## config.mk

```make
export PLATFORM = sky130hd
export DESIGN_NAME = rf_wb_arbiter_flat
export DESIGN_NICKNAME = d
export VERILOG_FILES = /design/src/rtl/rf_pkg.sv /design/src/rtl/rf_wb_arbiter_if.sv /design/src/rtl/rf_scoreboard.sv /design/src/rtl/rf_wb_arbiter.sv /design/src/flat_wrapper.sv
export SDC_FILE = /design/constraint.sdc
export NUM_CORES = 1
export LEC_CHECK = 0
export CORE_MARGIN = 2
export CORE_UTILIZATION = 35
export CTS_BUF_LIST = sky130_fd_sc_hd__clkbuf_4 sky130_fd_sc_hd__clkbuf_8
export DETAILED_ROUTE_END_ITERATION = 8
export GPL_TIMING_DRIVEN = 0
export PLACE_DENSITY = 0.59
export SYNTH_ARGS = -nofsm -noshare
export SYNTH_HDL_FRONTEND = slang
export SYNTH_HIERARCHICAL = 1
export SYNTH_SLANG_ARGS = --single-unit
```

## constraint.sdc

```tcl
create_clock -name clk -period 4.15 [get_ports clk]
set_clock_uncertainty 0.1 [all_clocks]
set_input_delay 0.83 -clock clk [delete_from_list [all_inputs] [get_ports clk]]
set_output_delay 0.83 -clock clk [all_outputs]
set_load 0.005 [all_outputs]
```

## src/rtl/rf_pkg.sv

```systemverilog
// rf_pkg: shared constants and types for the register-file writeback slice.
//   REG_ADDR_W / REG_DATA_W : default register address / data widths
//   REG_ZERO                : address of the hard-wired zero register
//   wb_pri_e                : writeback arbitration priority state
package rf_pkg;

  localparam int REG_ADDR_W = 5;
  localparam int REG_DATA_W = 32;
  localparam logic [REG_ADDR_W-1:0] REG_ZERO = 5'd0;

  typedef enum logic [0:0] {
    LD_PRI  = 1'b0,
    ALU_PRI = 1'b1
  } wb_pri_e;

endpackage

```

## src/rtl/rf_wb_arbiter_if.sv

```systemverilog
// rf_wb_arbiter_if: bundle of all non-clock signals of rf_wb_arbiter.
//   ALU request   : alu_valid, alu_rd, alu_data  -> alu_ready
//   Load return   : ld_valid, ld_rd, ld_data     -> ld_ready
//   Load issue    : issue_ld, issue_rd
//   Decode query  : dec_rs1, dec_rs2             -> stall
//   RF write port : we3, ad3, wd3
//   Bypass (only with RF_WB_BYPASS_EN defined): byp1_hit, byp2_hit, byp_data
// modport master = pipeline side, modport slave = arbiter side.
interface rf_wb_arbiter_if
  import rf_pkg::*;
#(
  parameter int ADDR_W = REG_ADDR_W,
  parameter int DATA_W = REG_DATA_W
);

  logic              alu_valid;
  logic              alu_ready;
  logic [ADDR_W-1:0] alu_rd;
  logic [DATA_W-1:0] alu_data;
  logic              ld_valid;
  logic              ld_ready;
  logic [ADDR_W-1:0] ld_rd;
  logic [DATA_W-1:0] ld_data;
  logic              issue_ld;
  logic [ADDR_W-1:0] issue_rd;
  logic [ADDR_W-1:0] dec_rs1;
  logic [ADDR_W-1:0] dec_rs2;
  logic              stall;
  logic              we3;
  logic [ADDR_W-1:0] ad3;
  logic [DATA_W-1:0] wd3;
`ifdef RF_WB_BYPASS_EN
  logic              byp1_hit;
  logic              byp2_hit;
  logic [DATA_W-1:0] byp_data;

  modport master (
    output alu_valid, alu_rd, alu_data, ld_valid, ld_rd, ld_data,
           issue_ld, issue_rd, dec_rs1, dec_rs2,
    input  alu_ready, ld_ready, stall, we3, ad3, wd3,
           byp1_hit, byp2_hit, byp_data
  );

  modport slave (
    input  alu_valid, alu_rd, alu_data, ld_valid, ld_rd, ld_data,
           issue_ld, issue_rd, dec_rs1, dec_rs2,
    output alu_ready, ld_ready, stall, we3, ad3, wd3,
           byp1_hit, byp2_hit, byp_data
  );
`else
  modport master (
    output alu_valid, alu_rd, alu_data, ld_valid, ld_rd, ld_data,
           issue_ld, issue_rd, dec_rs1, dec_rs2,
    input  alu_ready, ld_ready, stall, we3, ad3, wd3
  );

  modport slave (
    input  alu_valid, alu_rd, alu_data, ld_valid, ld_rd, ld_data,
           issue_ld, issue_rd, dec_rs1, dec_rs2,
    output alu_ready, ld_ready, stall, we3, ad3, wd3
  );
`endif

endinterface

```

## src/rtl/rf_scoreboard.sv

```systemverilog
// rf_scoreboard: one pending bit per register for loads in flight.
//   clk, rst_n     : clock, async active-low reset (clears all pending bits)
//   set_en, set_rd : a load to set_rd leaves decode (x0 never marked)
//   clr_en, clr_rd : load data for clr_rd accepted for writeback
//   rs1, rs2       : decode source registers
//   stall          : combinational load-use hazard flag
module rf_scoreboard
  import rf_pkg::*;
#(
  parameter int ADDR_W = REG_ADDR_W
) (
  input  logic              clk,
  input  logic              rst_n,
  input  logic              set_en,
  input  logic [ADDR_W-1:0] set_rd,
  input  logic              clr_en,
  input  logic [ADDR_W-1:0] clr_rd,
  input  logic [ADDR_W-1:0] rs1,
  input  logic [ADDR_W-1:0] rs2,
  output logic              stall
);

  localparam int NREG = 1 << ADDR_W;
  localparam logic [ADDR_W-1:0] ZERO_RD = '0;

  logic [NREG-1:0] pending_q;
  logic [NREG-1:0] pending_d;

  // Next pending vector: clear first, then set, so a new load to the same
  // register in the same cycle stays outstanding.
  always_comb begin
    pending_d = pending_q;
    if (clr_en) begin
      pending_d[clr_rd] = 1'b0;
    end else begin
      pending_d = pending_q;
    end
    if (set_en && (set_rd != ZERO_RD)) begin
      pending_d[set_rd] = 1'b1;
    end else begin
      pending_d[ZERO_RD] = 1'b0;
    end
  end

  // Pending vector register.
  always_ff @(posedge clk or negedge rst_n) begin
    if (!rst_n) begin
      pending_q <= '0;
    end else begin
      pending_q <= pending_d;
    end
  end

  // Hazard check against current state only; x0 never stalls.
  always_comb begin
    stall = (pending_q[rs1] && (rs1 != ZERO_RD)) ||
            (pending_q[rs2] && (rs2 != ZERO_RD));
  end

endmodule

```

## src/rtl/rf_wb_arbiter.sv

```systemverilog
// rf_wb_arbiter: shares the register-file write port between the ALU result
// path and the load-return path, and tracks outstanding loads for decode.
//   clk, rst_n : clock (rising edge), async active-low reset
//   bus        : rf_wb_arbiter_if.slave (requests, ready, stall, we3/ad3/wd3)
// Optional: define RF_WB_BYPASS_EN to add byp1_hit/byp2_hit/byp_data, which
// expose the write of the current cycle to decode.
// Loads normally win; after MAX_WAIT consecutive refusals the ALU gets one
// cycle of priority so it cannot starve.
module rf_wb_arbiter
  import rf_pkg::*;
#(
  parameter int ADDR_W   = REG_ADDR_W,
  parameter int DATA_W   = REG_DATA_W,
  parameter int MAX_WAIT = 3
) (
  input  logic            clk,
  input  logic            rst_n,
  rf_wb_arbiter_if.slave  bus
);

  localparam logic [ADDR_W-1:0] ZERO_RD    = '0;
  localparam logic [3:0]        MAX_WAIT_C = 4'(MAX_WAIT);

  wb_pri_e           state_q;
  wb_pri_e           state_d;
  logic [3:0]        wait_cnt_q;
  logic [3:0]        wait_cnt_d;
  logic              we3_q;
  logic              we3_d;
  logic [ADDR_W-1:0] ad3_q;
  logic [ADDR_W-1:0] ad3_d;
  logic [DATA_W-1:0] wd3_q;
  logic [DATA_W-1:0] wd3_d;
  logic              grant_ld;
  logic              grant_alu;

  // Arbitration: grant selection, starvation counter and priority state.
  always_comb begin
    grant_ld   = 1'b0;
    grant_alu  = 1'b0;
    state_d    = state_q;
    wait_cnt_d = wait_cnt_q;
    case (state_q)
      LD_PRI: begin
        if (bus.ld_valid) begin
          grant_ld = 1'b1;
        end else if (bus.alu_valid) begin
          grant_alu = 1'b1;
        end else begin
          grant_ld = 1'b0;
        end
        if (grant_alu) begin
          wait_cnt_d = 4'd0;
        end else if (bus.alu_valid) begin
          // ALU refused this cycle.
          if ((wait_cnt_q + 4'd1) >= MAX_WAIT_C) begin
            state_d    = ALU_PRI;
            wait_cnt_d = 4'd0;
          end else begin
            wait_cnt_d = wait_cnt_q + 4'd1;
          end
        end else begin
          wait_cnt_d = wait_cnt_q;
        end
      end
      ALU_PRI: begin
        if (bus.alu_valid) begin
          grant_alu = 1'b1;
        end else if (bus.ld_valid) begin
          grant_ld = 1'b1;
        end else begin
          grant_alu = 1'b0;
        end
        // Priority lasts exactly one cycle.
        state_d    = LD_PRI;
        wait_cnt_d = 4'd0;
      end
      default: begin
        state_d    = LD_PRI;
        wait_cnt_d = 4'd0;
      end
    endcase
  end

  // Write-port next values; x0 is accepted but never written.
  always_comb begin
    we3_d = 1'b0;
    ad3_d = ad3_q;
    wd3_d = wd3_q;
    if (grant_ld) begin
      we3_d = (bus.ld_rd != ZERO_RD);
      ad3_d = bus.ld_rd;
      wd3_d = bus.ld_data;
    end else if (grant_alu) begin
      we3_d = (bus.alu_rd != ZERO_RD);
      ad3_d = bus.alu_rd;
      wd3_d = bus.alu_data;
    end else begin
      we3_d = 1'b0;
    end
  end

  // Arbiter state and registered write-port outputs.
  always_ff @(posedge clk or negedge rst_n) begin
    if (!rst_n) begin
      state_q    <= LD_PRI;
      wait_cnt_q <= 4'd0;
      we3_q      <= 1'b0;
      ad3_q      <= '0;
      wd3_q      <= '0;
    end else begin
      state_q    <= state_d;
      wait_cnt_q <= wait_cnt_d;
      we3_q      <= we3_d;
      ad3_q      <= ad3_d;
      wd3_q      <= wd3_d;
    end
  end

  assign bus.ld_ready  = grant_ld;
  assign bus.alu_ready = grant_alu;
  assign bus.we3       = we3_q;
  assign bus.ad3       = ad3_q;
  assign bus.wd3       = wd3_q;

  rf_scoreboard #(
    .ADDR_W (ADDR_W)
  ) u_scoreboard (
    .clk    (clk),
    .rst_n  (rst_n),
    .set_en (bus.issue_ld),
    .set_rd (bus.issue_rd),
    .clr_en (grant_ld),
    .clr_rd (bus.ld_rd),
    .rs1    (bus.dec_rs1),
    .rs2    (bus.dec_rs2),
    .stall  (bus.stall)
  );

`ifdef RF_WB_BYPASS_EN
  // The register file reads before the write edge, so decode needs the
  // value currently on the write port.
  assign bus.byp1_hit = we3_q && (ad3_q != ZERO_RD) && (ad3_q == bus.dec_rs1);
  assign bus.byp2_hit = we3_q && (ad3_q != ZERO_RD) && (ad3_q == bus.dec_rs2);
  assign bus.byp_data = wd3_q;
`endif

endmodule
```

## src/flat_wrapper.sv

```systemverilog
// flat-port wrapper written by rule: the top's interface ports become plain ports
module rf_wb_arbiter_flat import rf_pkg::*;
#(
  parameter int ADDR_W   = REG_ADDR_W,
  parameter int DATA_W   = REG_DATA_W,
  parameter int MAX_WAIT = 3
)
  (clk, rst_n, bus_alu_valid, bus_alu_rd, bus_alu_data, bus_ld_valid, bus_ld_rd, bus_ld_data, bus_issue_ld, bus_issue_rd, bus_dec_rs1, bus_dec_rs2, bus_alu_ready, bus_ld_ready, bus_stall, bus_we3, bus_ad3, bus_wd3);
  rf_wb_arbiter_if #(.ADDR_W(ADDR_W), .DATA_W(DATA_W)) bus_i ();
  input  logic clk;
  input  logic rst_n;
  input wire logic [$bits(bus_i.alu_valid)-1:0] bus_alu_valid;
  input wire logic [$bits(bus_i.alu_rd)-1:0] bus_alu_rd;
  input wire logic [$bits(bus_i.alu_data)-1:0] bus_alu_data;
  input wire logic [$bits(bus_i.ld_valid)-1:0] bus_ld_valid;
  input wire logic [$bits(bus_i.ld_rd)-1:0] bus_ld_rd;
  input wire logic [$bits(bus_i.ld_data)-1:0] bus_ld_data;
  input wire logic [$bits(bus_i.issue_ld)-1:0] bus_issue_ld;
  input wire logic [$bits(bus_i.issue_rd)-1:0] bus_issue_rd;
  input wire logic [$bits(bus_i.dec_rs1)-1:0] bus_dec_rs1;
  input wire logic [$bits(bus_i.dec_rs2)-1:0] bus_dec_rs2;
  output wire logic [$bits(bus_i.alu_ready)-1:0] bus_alu_ready;
  output wire logic [$bits(bus_i.ld_ready)-1:0] bus_ld_ready;
  output wire logic [$bits(bus_i.stall)-1:0] bus_stall;
  output wire logic [$bits(bus_i.we3)-1:0] bus_we3;
  output wire logic [$bits(bus_i.ad3)-1:0] bus_ad3;
  output wire logic [$bits(bus_i.wd3)-1:0] bus_wd3;
  assign bus_i.alu_valid = bus_alu_valid;
  assign bus_i.alu_rd = bus_alu_rd;
  assign bus_i.alu_data = bus_alu_data;
  assign bus_i.ld_valid = bus_ld_valid;
  assign bus_i.ld_rd = bus_ld_rd;
  assign bus_i.ld_data = bus_ld_data;
  assign bus_i.issue_ld = bus_issue_ld;
  assign bus_i.issue_rd = bus_issue_rd;
  assign bus_i.dec_rs1 = bus_dec_rs1;
  assign bus_i.dec_rs2 = bus_dec_rs2;
  assign bus_alu_ready = bus_i.alu_ready;
  assign bus_ld_ready = bus_i.ld_ready;
  assign bus_stall = bus_i.stall;
  assign bus_we3 = bus_i.we3;
  assign bus_ad3 = bus_i.ad3;
  assign bus_wd3 = bus_i.wd3;
  rf_wb_arbiter #(.ADDR_W(ADDR_W), .DATA_W(DATA_W), .MAX_WAIT(MAX_WAIT)) u_core (.clk(clk), .rst_n(rst_n), .bus(bus_i));
endmodule
```

* Word level (Yosys, flattened, before mapping)
Cells that the tools add are included.
Cells by class: add/sub/neg operators 1, order comparisons 7, equality and inequality tests 1, muxes and demuxes 32, bitwise gates (word level) 4, reductions and logical operators 12
Operators by type and width (count):
- 32-bit 2-to-1 mux | 3
- 32-bit AND | 1
- 32-bit NOT | 1
- 32-bit bitwise OR | 1
- 31-bit 2-to-1 mux | 1
- 5-bit nonzero test | 5
- 5-bit by 6-bit less-than comparator with 1-bit output (second input constant) | 4
- 1-bit 2-to-1 mux | 15
- 4-bit 2-to-1 mux | 3
- 1-bit binary-select mux with 5-bit select | 2
- 1-bit demux with 5-bit select | 2
- 5-bit by 1-bit greater-or-equal comparator with 1-bit output (second input constant) | 2
- 5-bit 2-to-1 mux | 2
- 4-bit one-hot mux with 2 select lines | 1
- 1-bit one-hot mux with 2 select lines | 3
- 1-bit logical AND | 5
- 4-bit by 1-bit adder with 4-bit output (second input constant) | 1
- 4-bit by 2-bit greater-or-equal comparator with 1-bit output (second input constant) | 1
- 3-bit by 2-bit != test with 1-bit output (second input constant) | 1
- 2-bit nonzero test | 1
- 1-bit logical OR | 1
- 1-bit NOT | 1
Word-level totals: bits in registers 75, output and inout bits 41, word-level logic and storage cells 63

* Logic depth before layout (Yosys ltp)
Gate-level depths: netlist of the first run.
word-level depth 9, mapped depth 7

* Cells and area by module
The synthesis of the first run kept the hierarchy.
Modules (own cells, without submodules):
- rf_wb_arbiter | instances 1, cells each 238, area an instance 2565.0 µm², seq. area each 1076.0 µm²
- rf_scoreboard | instances 1, cells each 177, area an instance 1944.4 µm², seq. area each 800.8 µm²

* Least setup slack after synthesis of the first run
OpenSTA, ideal clock, no wires.
kind input-to-output, start point in bus_dec_rs2[2], end point out bus_stall, arrival 2.481 ns, data required time 3.220 ns, path slack 0.739 ns, stages 5, cells stage by stage buf_6 > mux4_1 > mux2_2 > a32o_1 > or4_1
On the way: cells in the longest elaborated chain, start to end 4, elaborated cells between the ends (all ways) 5, those cells by class mux: 2; reduce/logical: 3
RTL lines:
- from (decl) | line flat_wrapper.sv:21 | input wire logic [$bits(bus_i.dec_rs2)-1:0] bus_dec_rs2;
- 1-bit binary-select mux with 5-bit select | line rf_scoreboard.sv:57 | (pending_q[rs2] && (rs2 != ZERO_RD));
- 1-bit 2-to-1 mux (implied by the code) | line rf_scoreboard.sv:57
- 1-bit logical AND (*) | line rf_scoreboard.sv:57
- 1-bit logical OR (*) | line rf_scoreboard.sv:56 | stall = (pending_q[rs1] && (rs1 != ZERO_RD)) ||
- to (decl) | line flat_wrapper.sv:24 | output wire logic [$bits(bus_i.stall)-1:0] bus_stall;
Mark *: on every way between the ends. The rest lies on a longest branch, timed or not. The select of a mux whose other input is x is not followed.

* Final worst setup path of the first run
start point in bus_dec_rs1[2], end point out bus_stall
On the way: cells in the longest elaborated chain, start to end 4, elaborated cells between the ends (all ways) 5, those cells by class mux: 2; reduce/logical: 3
RTL lines:
- from (decl) | line flat_wrapper.sv:20 | input wire logic [$bits(bus_i.dec_rs1)-1:0] bus_dec_rs1;
- 1-bit binary-select mux with 5-bit select | line rf_scoreboard.sv:56
- 1-bit 2-to-1 mux (implied by the code) | line rf_scoreboard.sv:56
- 1-bit logical AND (*) | line rf_scoreboard.sv:56
- 1-bit logical OR (*) | line rf_scoreboard.sv:56
Marks and branches as above.

==> results of run 1 <==
-- worst max-delay path, delay by kind of cell --
kind                   cells  cell delay, ps
AOI/OAI and AO/OA          2             270
buffers and inverters      3            1190
muxes                      1             330
and+or+nand+nor            1             530
-- metrics by stage --
stage | TNS, ps | utilization, % | hold WS [ps] | total power, mW | instances
4_1_cts | 0 | 49.8 | 251 | 2.30 | 733
6_report | 0 | 49.8 | 258 | 2.28 | 733
3_3_place_gp | -47790 | 47.7 | 408 | 1.57 | 716
2_1_floorplan | 0 | - | 375 | 1.27 | 415
3_5_place_dp | -366 | 47.9 | 419 | 1.59 | 717
5_1_grt | 0 | 49.8 | 258 | 2.41 | 733
-- sequential cells by signal (all words and copies together), names as in the netlist --
signal / flops
u_core/bus.we3: 1
u_core/u_scoreboard/pending_q: 32
u_core/bus.ad3: 5
u_core/wait_cnt_q: 4
u_core/bus.wd3: 32
u_core/state_q: 1
-- per-layer routing --
layer / GRT usage [%] / vias to the layer above / share of wire (%)
li1: - / 1879 / -
met1: 25.8 / 1952 / 42
met2: 31.9 / 159 / 46
met3: 8.67 / 22 / 9.8
met4: 8.66 / 0 / 2.1
met5: 0 / - / 0
-- final timing paths --
check | end | slack (ps)
max reg2reg | u_core/u_scoreboard/pending_q[12]$_DFF_PN0_ | 2140
max | bus_stall | 70
min reg2reg | u_core/u_scoreboard/pending_q[16]$_DFF_PN0_ | 450
max in group asynchronous | u_core/u_scoreboard/pending_q[3]$_DFF_PN0_ | 3120
min | u_core/bus.wd3[23]$_DFFE_PN0P_ | 260
min in group clk | u_core/u_scoreboard/pending_q[16]$_DFF_PN0_ | 450
-- report_power, final --
part           leakage [nW]  switching, mW  internal, mW
logic                  1.48          0.256         0.380
clock network         0.127          0.284         0.421
registers             0.901         0.0849         0.853
total                  2.51          0.625          1.65
-- cell usage after synthesis (all sizes together), types with 4 or more instances --
library cell	count
or3b	6
nand2	5
a21o	34
o21ai	65
nand2b	33
o221a	37
dfrtp	75
buf	16
nand3b	13
nand3	6
nor2	10
or2	32
nor2b	6
mux4	13
inv	4
a211o	5
clkbuf	12
-- layout make-up --
class                   count  area [µm²]  area share (%)
plain buffers              28         194            3.08
clock buffers              11         145            2.31
flip-flops and latches     75        1880            29.8
inverters                   4        15.0           0.239
multi-input cells         308        2430            38.6
clock inverters             5         100            1.59
repair buffers            130        1320            20.9
well taps                 172         215            3.42
-- logic make-up (layout without fill, tap and decap cells) --
kind of cell / count (synthesis) / in the layout
multiplexers: 19 / 19
AND/OR/NAND/NOR: 128 / 128
buffers and inverters: 32 / 178
adder cells (fa/ha/maj): 2 / 2
AO/OA/AOI/OAI: 159 / 159
flip-flops: 75 / 75
-- repair_timing --
item / in CTS / in global routing
setup buffers: 0 / 0
resized for setup: 4 / 0
endpoints found under the hold margin: 0 / 0
setup endpoints to repair: 1 / 0
==> results_dict.tcl, run 1 <==
set metrics [dict create \
    status "completed" \
    synth_enable_flop_cells 0 \
    cp_max_fo 10 \
    critical_path.startpoint "bus_dec_rs1[2]" \
    avgSynthCellArea_um2 10.9 \
    ant_nets 0 \
    ir_worst_vdd_v 0.000134 \
    synth_cells 415 \
    ys_types 54 \
    grt_overflow 0 \
    synth_compound_area_share_pct 26.6 \
    r2r-start "u_core/state_q$_DFF_PN0_" \
    cts_tree "yes" \
    stdcell_area_um2 6290 \
    cts_made_buffers 9 \
    finalSetupViolCount 0 \
    die_w_um 118 \
    cts_hold_buffers 0 \
    antenna_found_initial 0 \
    post_dp_cell_area_um2 6040 \
    synthFlopType "dfrtp_1" \
    synth-warning-count 6 \
    firstDrtPassIters 4 \
    fmax_ghz 0.245 \
    cts.sink_count 75 \
    period_needed_ps 4080 \
    synth.area.mux_share_pct 8.55 \
    layout.nets 652 \
    dpl.hpwl_mm 10.3 \
    routedWlPerCell_um 19.3 \
    start_util_pct 35.7 \
    hold_violations 0 \
    critPathLaunchType "primary input" \
    yosys.area.top_type "dfrtp_1" \
    drtIter0Drc 294 \
    vias 4012 \
    drive_gt1_share_pct 20.5 \
    crit_chain "clkdlybuf4s50_1 > clkbuf_2 > mux4_2 > a22oi_1 > o2111ai_1 > or4_1 > clkdlybuf4s50_1" \
    ys_seq_elements 75 \
    worstPathRequired_ps 3220 \
    synth_top_area_share_pct 41.6 \
    critPathMaxStageDelay_ps 530 \
    synthToLayoutAreaGrowth_pct 39.5 \
    drc 0 \
    clk_path_buf_depth 2 \
    die_area_um2 13800 \
    rows 41 \
    yosysSeqAreaShare_pct 41.6 \
    synth_area_leaders "dfrtp_1, o221a_2, o21ai_0" \
    pin_count 135 \
    syn-num-nets 511 \
    clk_latency_ps 360 \
    async_flop_share_pct 100 \
    cp_common_cell "clkdlybuf4s50_1" \
    h-tree-depth 3 \
    grt_setup_unrepaired "no" \
    p_per_area_nw_per_um2 362 \
    max-slew-margin-rel_pct 64.2 \
    worst_slew_pin_slew_ps 535 \
    final_cell_mix "clkdlybuf4s50_1, dfrtp_1, o21ai_0" \
    worstSetupPathType "primary input to output port" \
    gp_congestion 0.857 \
    clkSlewWorstSetupHoldPaths_ps 80 \
    slowest_stage "or4_1" \
    track_usage_pct 20.8 \
    crit_arrival_ps 3150 \
    synth-xor-area-share_pct 0 \
    numPortBuffers 129 \
    layout_commonest_cell "clkdlybuf4s50_1" \
    synth_adder_area_share_pct 0.555 \
    routed_wl_mm 14.1 \
    die_h_um 118 \
    timing.final.crit_share_pct 98.2 \
    grt_start_max_net_pins 56 \
    grt_pass1_wl_mm 22.8 \
    synth_top_family_by_area "compound AO/OA/AOI/OAI gates" \
    end_kind "output port" \
    power_leakage_nw 2.51 \
    r2r_cells 6 \
    first_global_vias 4249 \
    root_buffer "clkbuf_8" \
    vias_per_cell 5.47 \
    antenna_cells 0 \
    yosys.area_share.simple_pct 18.2 \
    nFillCells 1197 \
    maxSlewViolCount 0 \
    post-place-ws_ps -366 \
    worst_hold_path_type "primary input to async pin" \
    fin_ws_ps 74.6 \
    max-cap-violations 0 \
    coreArea_um2 12600 \
    syn_area_um2 4510 \
]
(Power assumes the default switching activity.)
==> run 2: changes to the inputs <==
Settings changed: CTS_CLUSTER_DIAMETER from default to 80, HOLD_SLACK_MARGIN from default to 0.05.
Clock period 4.15 ns to 5.18 ns, I/O delays scaled along.
==> results_dict.tcl, run 2 (same netlist as run 1, synthesis figures left out) <==
set metrics [dict create \
    gp_congestion 0.857 \
    worstPathRequired_ps 4040 \
    r2r-start "u_core/state_q$_DFF_PN0_" \
    min_path_cells 2 \
    worst_hold_path_type "flip-flop to flip-flop" \
    hold_start "u_core/u_scoreboard/pending_q[25]$_DFF_PN0_" \
    status "completed" \
    die_h_um 118 \
    antenna_found_initial 0 \
    nFillCells 1197 \
    maxSlewViolCount 0 \
    clk_path_buf_depth 2 \
    cts_resized 0 \
    routedWlPerCell_um 19.3 \
    grt_start_max_net_pins 56 \
    die_area_um2 13800 \
    ant_nets 0 \
    grt_setup_unrepaired "no" \
    crit_arrival_ps 3780 \
    cts_hold_buffers 0 \
    numPortBuffers 129 \
    critPathLaunchType "primary input" \
    r2r_end "u_core/u_scoreboard/pending_q[12]$_DFF_PN0_" \
    max-slew-margin-rel_pct 64.4 \
    stdcell_area_um2 6290 \
    postCtsSetupRepairBufs 0 \
    p_per_area_nw_per_um2 290 \
    regToRegSetupSlack_ps 3170 \
    clk_latency_ps 360 \
    vias 4029 \
    grt_overflow 0 \
    min_to "u_core/u_scoreboard/pending_q[25]$_DFF_PN0_" \
    drc 0 \
    drive_gt1_share_pct 20.1 \
    antenna_cells 0 \
    r2r_cells 6 \
    cp_max_fo 10 \
    rows 41 \
    grt_pass1_wl_mm 22.8 \
    firstDrtPassIters 5 \
    die_w_um 118 \
    drtIter0Drc 301 \
    post-place-ws_ps 252 \
    cts.sink_count 75 \
    coreArea_um2 12600 \
    dpl.hpwl_mm 10.3 \
    fmax_ghz 0.203 \
    first_global_vias 4249 \
    timing.final.crit_share_pct 94.9 \
    fin_ws_ps 266 \
    power_leakage_nw 2.50 \
    finalSetupViolCount 0 \
    track_usage_pct 20.8 \
    end_kind "output port" \
    cts_made_buffers 9 \
    clkSlewWorstSetupHoldPaths_ps 70 \
    layout.nets 652 \
    max-cap-violations 0 \
    root_buffer "clkbuf_8" \
    hold_violations 0 \
    cts_tree "yes" \
    fin_tns_setup_ps 0 \
    start_util_pct 35.7 \
    worstSetupPathType "primary input to output port" \
    layout_commonest_cell "clkdlybuf4s50_1" \
    final_cell_mix "clkdlybuf4s50_1, dfrtp_1, o21ai_0" \
    routed_wl_mm 14.1 \
    h-tree-depth 3 \
    pin_count 135 \
    ir_worst_vdd_v 0.000108 \
    worst_slew_pin_slew_ps 533 \
    post_dp_cell_area_um2 6040 \
    period_needed_ps 4910 \
    vias_per_cell 5.50 \
    synthToLayoutAreaGrowth_pct 39.4 \
]
==> run 2: critical path, cell delays in order <==
cell,delay (ps)
clkdlybuf4s50_1,520
clkbuf_1,430
mux4_2,580
nand4b_1,110
o2111ai_1,110
or4_1,530
clkdlybuf4s50_1,460
==> run 2: routing by layer <==
layer	vias up	share of wire (%)	global-route usage [%]	routed length, µm
li1	1875	-	-	-
met2	172	46	31.9	6470
met4	0	2.7	8.66	386
met5	-	0	0	0
met1	1952	42	25.8	5910
met3	30	9.6	8.67	1360
==> run 2: through the flow <==
step / instances / power (mW) / utilization [%] / hold slack, ps
global placement: 716 / 1.26 / 47.7 / 408
CTS: 733 / 1.84 / 49.8 / 438
detailed placement: 717 / 1.27 / 47.9 / 419
global route: 733 / 1.93 / 49.8 / 464
floorplan: 415 / 1.02 / - / 375
finish: 733 / 1.82 / 49.8 / 446
==> run 2: power by group <==
part           internal [mW]  leakage (nW)  switching (mW)
Sequential             0.683         0.901          0.0682
Combinational          0.304          1.48           0.205
Clock                  0.337         0.127           0.226
==> run 2: final cells by class <==
type | instances | area [µm²] | share of cell area (%)
tap | 172 | 215 | 3.42
multi-input combinational | 308 | 2430 | 38.6
sequential | 75 | 1880 | 29.9
buffer | 28 | 189 | 3.01
clock buffer | 11 | 145 | 2.31
inverter | 4 | 15.0 | 0.239
timing repair buffer | 130 | 1320 | 20.9
clock inverter | 5 | 100 | 1.59
==> run 2: worst max-delay path by stage <==
stage | startpoint | endpoint | slack [ps] | cells after the start
finish | bus_dec_rs1[0] | bus_stall | 270 | 7
CTS | bus_dec_rs1[0] | bus_stall | 250 | 7
detailed placement | bus_dec_rs1[0] | bus_stall | 250 | 7
floorplan | bus_dec_rs2[2] | bus_stall | 1360 | 5
global placement | rst_n | u_core/u_scoreboard/pending_q[0]$_DFF_PN0_ | 180 | 1
global route | bus_dec_rs1[0] | bus_stall | 100 | 7
==> run 3: changes to the inputs <==
Settings changed: CORE_UTILIZATION 35 to 53, PLACE_DENSITY 0.59 to 0.86, REMOVE_ABC_BUFFERS from default to 1.
==> results_dict.tcl, run 3 (same netlist as run 1, synthesis figures left out) <==
set metrics [dict create \
    status "completed" \
    vias_per_cell 6.21 \
    crit_arrival_ps 3880 \
    numPortBuffers 134 \
    grt_start_max_net_pins 60 \
    worstSetupPathType "primary input to output port" \
    switching_share_pct 27.7 \
    period_needed_ps 5010 \
    ant_nets 0 \
    grtUsageMet2_pct 48.2 \
    power_frac_clock_pct 30.4 \
    finalSetupViolCount 0 \
    first_global_vias 4024 \
    end_kind "output port" \
    cts.sink_count 75 \
    clk_path_buf_depth 2 \
    grt_use_met3_pct 8.54 \
    drc 0 \
    power_leakage_nw 2.42 \
    gp_congestion 0.843 \
    vias 3997 \
    timing.final.crit_share_pct 96.8 \
    firstDrtPassIters 5 \
    die_h_um 96.2 \
    h-tree-depth 3 \
    rows 33 \
    maxSlewViolCount 0 \
    hold_ws_ps 435 \
    clkSlewWorstSetupHoldPaths_ps 70 \
    clk_latency_ps 340 \
    top_usage_layer "met2" \
    synthToLayoutAreaGrowth_pct 34.5 \
    cts_made_buffers 9 \
    routed_wl_mm 12.8 \
    fmax_ghz 0.199 \
    coreArea_um2 8220 \
    start_util_pct 54.9 \
    postCtsSetupRepairBufs 0 \
    critPathLaunchType "primary input" \
    cellInternalPower_mw 1.30 \
    root_buffer "clkbuf_8" \
    p_per_area_nw_per_um2 297 \
    ir_worst_vdd_v 0.000166 \
    grt_pass1_wl_mm 19.5 \
    die_w_um 96.2 \
    drive_gt1_share_pct 18.2 \
    hold_violations 0 \
    layout.nets 630 \
    pin_count 135 \
    dpl.hpwl_mm 8.90 \
    cts_tree "yes" \
    max-slew-margin-rel_pct 10.9 \
    combPwrFrac_pct 27.1 \
    antenna_found_initial 0 \
    routedWlPerCell_um 20.0 \
    max-cap-violations 0 \
    die_area_um2 9260 \
    finalPower_mw 1.80 \
    worst_slew_pin_slew_ps 1340 \
    grt_overflow 0 \
    final_cell_mix "clkdlybuf4s50_1, dfrtp_1, o21ai_0" \
    use_met1_pct 32.7 \
    worstPathRequired_ps 4040 \
    track_usage_pct 27.7 \
    cp_max_fo 11 \
    cts_resized 0 \
    antenna_cells 0 \
    seqPwrFrac_pct 42.5 \
    grt_setup_unrepaired "no" \
    cts_hold_buffers 0 \
    drtIter0Drc 276 \
    worst_hold_path_type "flip-flop to flip-flop" \
    p_switching_mw 0.499 \
    layout_commonest_cell "clkdlybuf4s50_1" \
]
==> run 3: changes by cell type in the layout (fill, tap and decap cells not counted) <==
cell	delta
clkbuf_1	-10
buf_6	-9
buf_2	-3
clkdlybuf4s50_1	+3
buf_12	+2
buf_4	-2
clkbuf_2	-2
clkinv_2	-2
clkinvlp_4	+2
buf_16	-1
clkbuf_8	-1
clkinv_4	+1
==> run 3: final cells by class <==
class | instances | area (µm²)
clock buffers | 10 | 131
clock inverters | 6 | 114
fillers | 547 | 2150
inverters | 4 | 15.0
multi-input cells | 308 | 2430
flip-flops and latches | 75 | 1880
well taps | 105 | 131
repair buffers | 136 | 1370
==> run 3: path summary, 6_finish.rpt <==
kind | to | slack, ps | cells past startpoint | start
max | bus_stall | 170 | 6 | bus_dec_rs1[0]
min | u_core/u_scoreboard/pending_q[6]$_DFF_PN0_ | 440 | 2 | u_core/u_scoreboard/pending_q[6]$_DFF_PN0_
max reg2reg | u_core/u_scoreboard/pending_q[8]$_DFF_PN0_ | 2600 | 4 | u_core/state_q$_DFF_PN0_
min reg2reg | u_core/u_scoreboard/pending_q[6]$_DFF_PN0_ | 440 | 2 | u_core/u_scoreboard/pending_q[6]$_DFF_PN0_
max in group asynchronous | u_core/u_scoreboard/pending_q[6]$_DFF_PN0_ | 3850 | 2 | rst_n
min in group asynchronous | u_core/bus.wd3[26]$_DFFE_PN0P_ | 540 | 1 | rst_n
==> run 3: power by group through the flow <==
stage,Sequential [mW],Combinational [mW],Clock [mW]
after detailed placement,0.773,0.485,0
after floorplan,0.747,0.241,0
after CTS,0.764,0.487,0.555
final,0.767,0.488,0.548
after global placement,0.765,0.466,0
after global routing,0.777,0.525,0.579
==> run 3: worst max-delay path, stage by stage <==
cell and delay, ps:
clkdlybuf4s50_1 790, mux4_4 700, a22o_1 210, a32o_1 200, or4_1 490, clkdlybuf4s50_1 460
==> run 3: metal layers <==
metal,wire [µm],up-vias,share of wire (%)
li1,-,1828,-
met1,4970,1947,39
met2,6490,200,51
met3,1200,22,9.3
met4,187,0,1.5
met5,0,-,0
==> run 3: per-stage QoR <==
| step | area [µm²] | cells | worst slack [ps] | TNS, ps | utilization [%] |
|---|---|---|---|---|---|
| 6_report | 6070 | 644 | 165 | 0 | 73.8 |
| 5_1_grt | 6070 | 644 | 40.1 | 0 | 73.8 |
| 4_1_cts | 6070 | 644 | 145 | 0 | 73.8 |
| 3_5_place_dp | 5820 | 628 | 149 | 0 | 70.8 |
| 3_3_place_gp | 5790 | 626 | -383 | -581 | 70.5 |
| 2_1_floorplan | 4320 | 387 | 1490 | 0 | - |
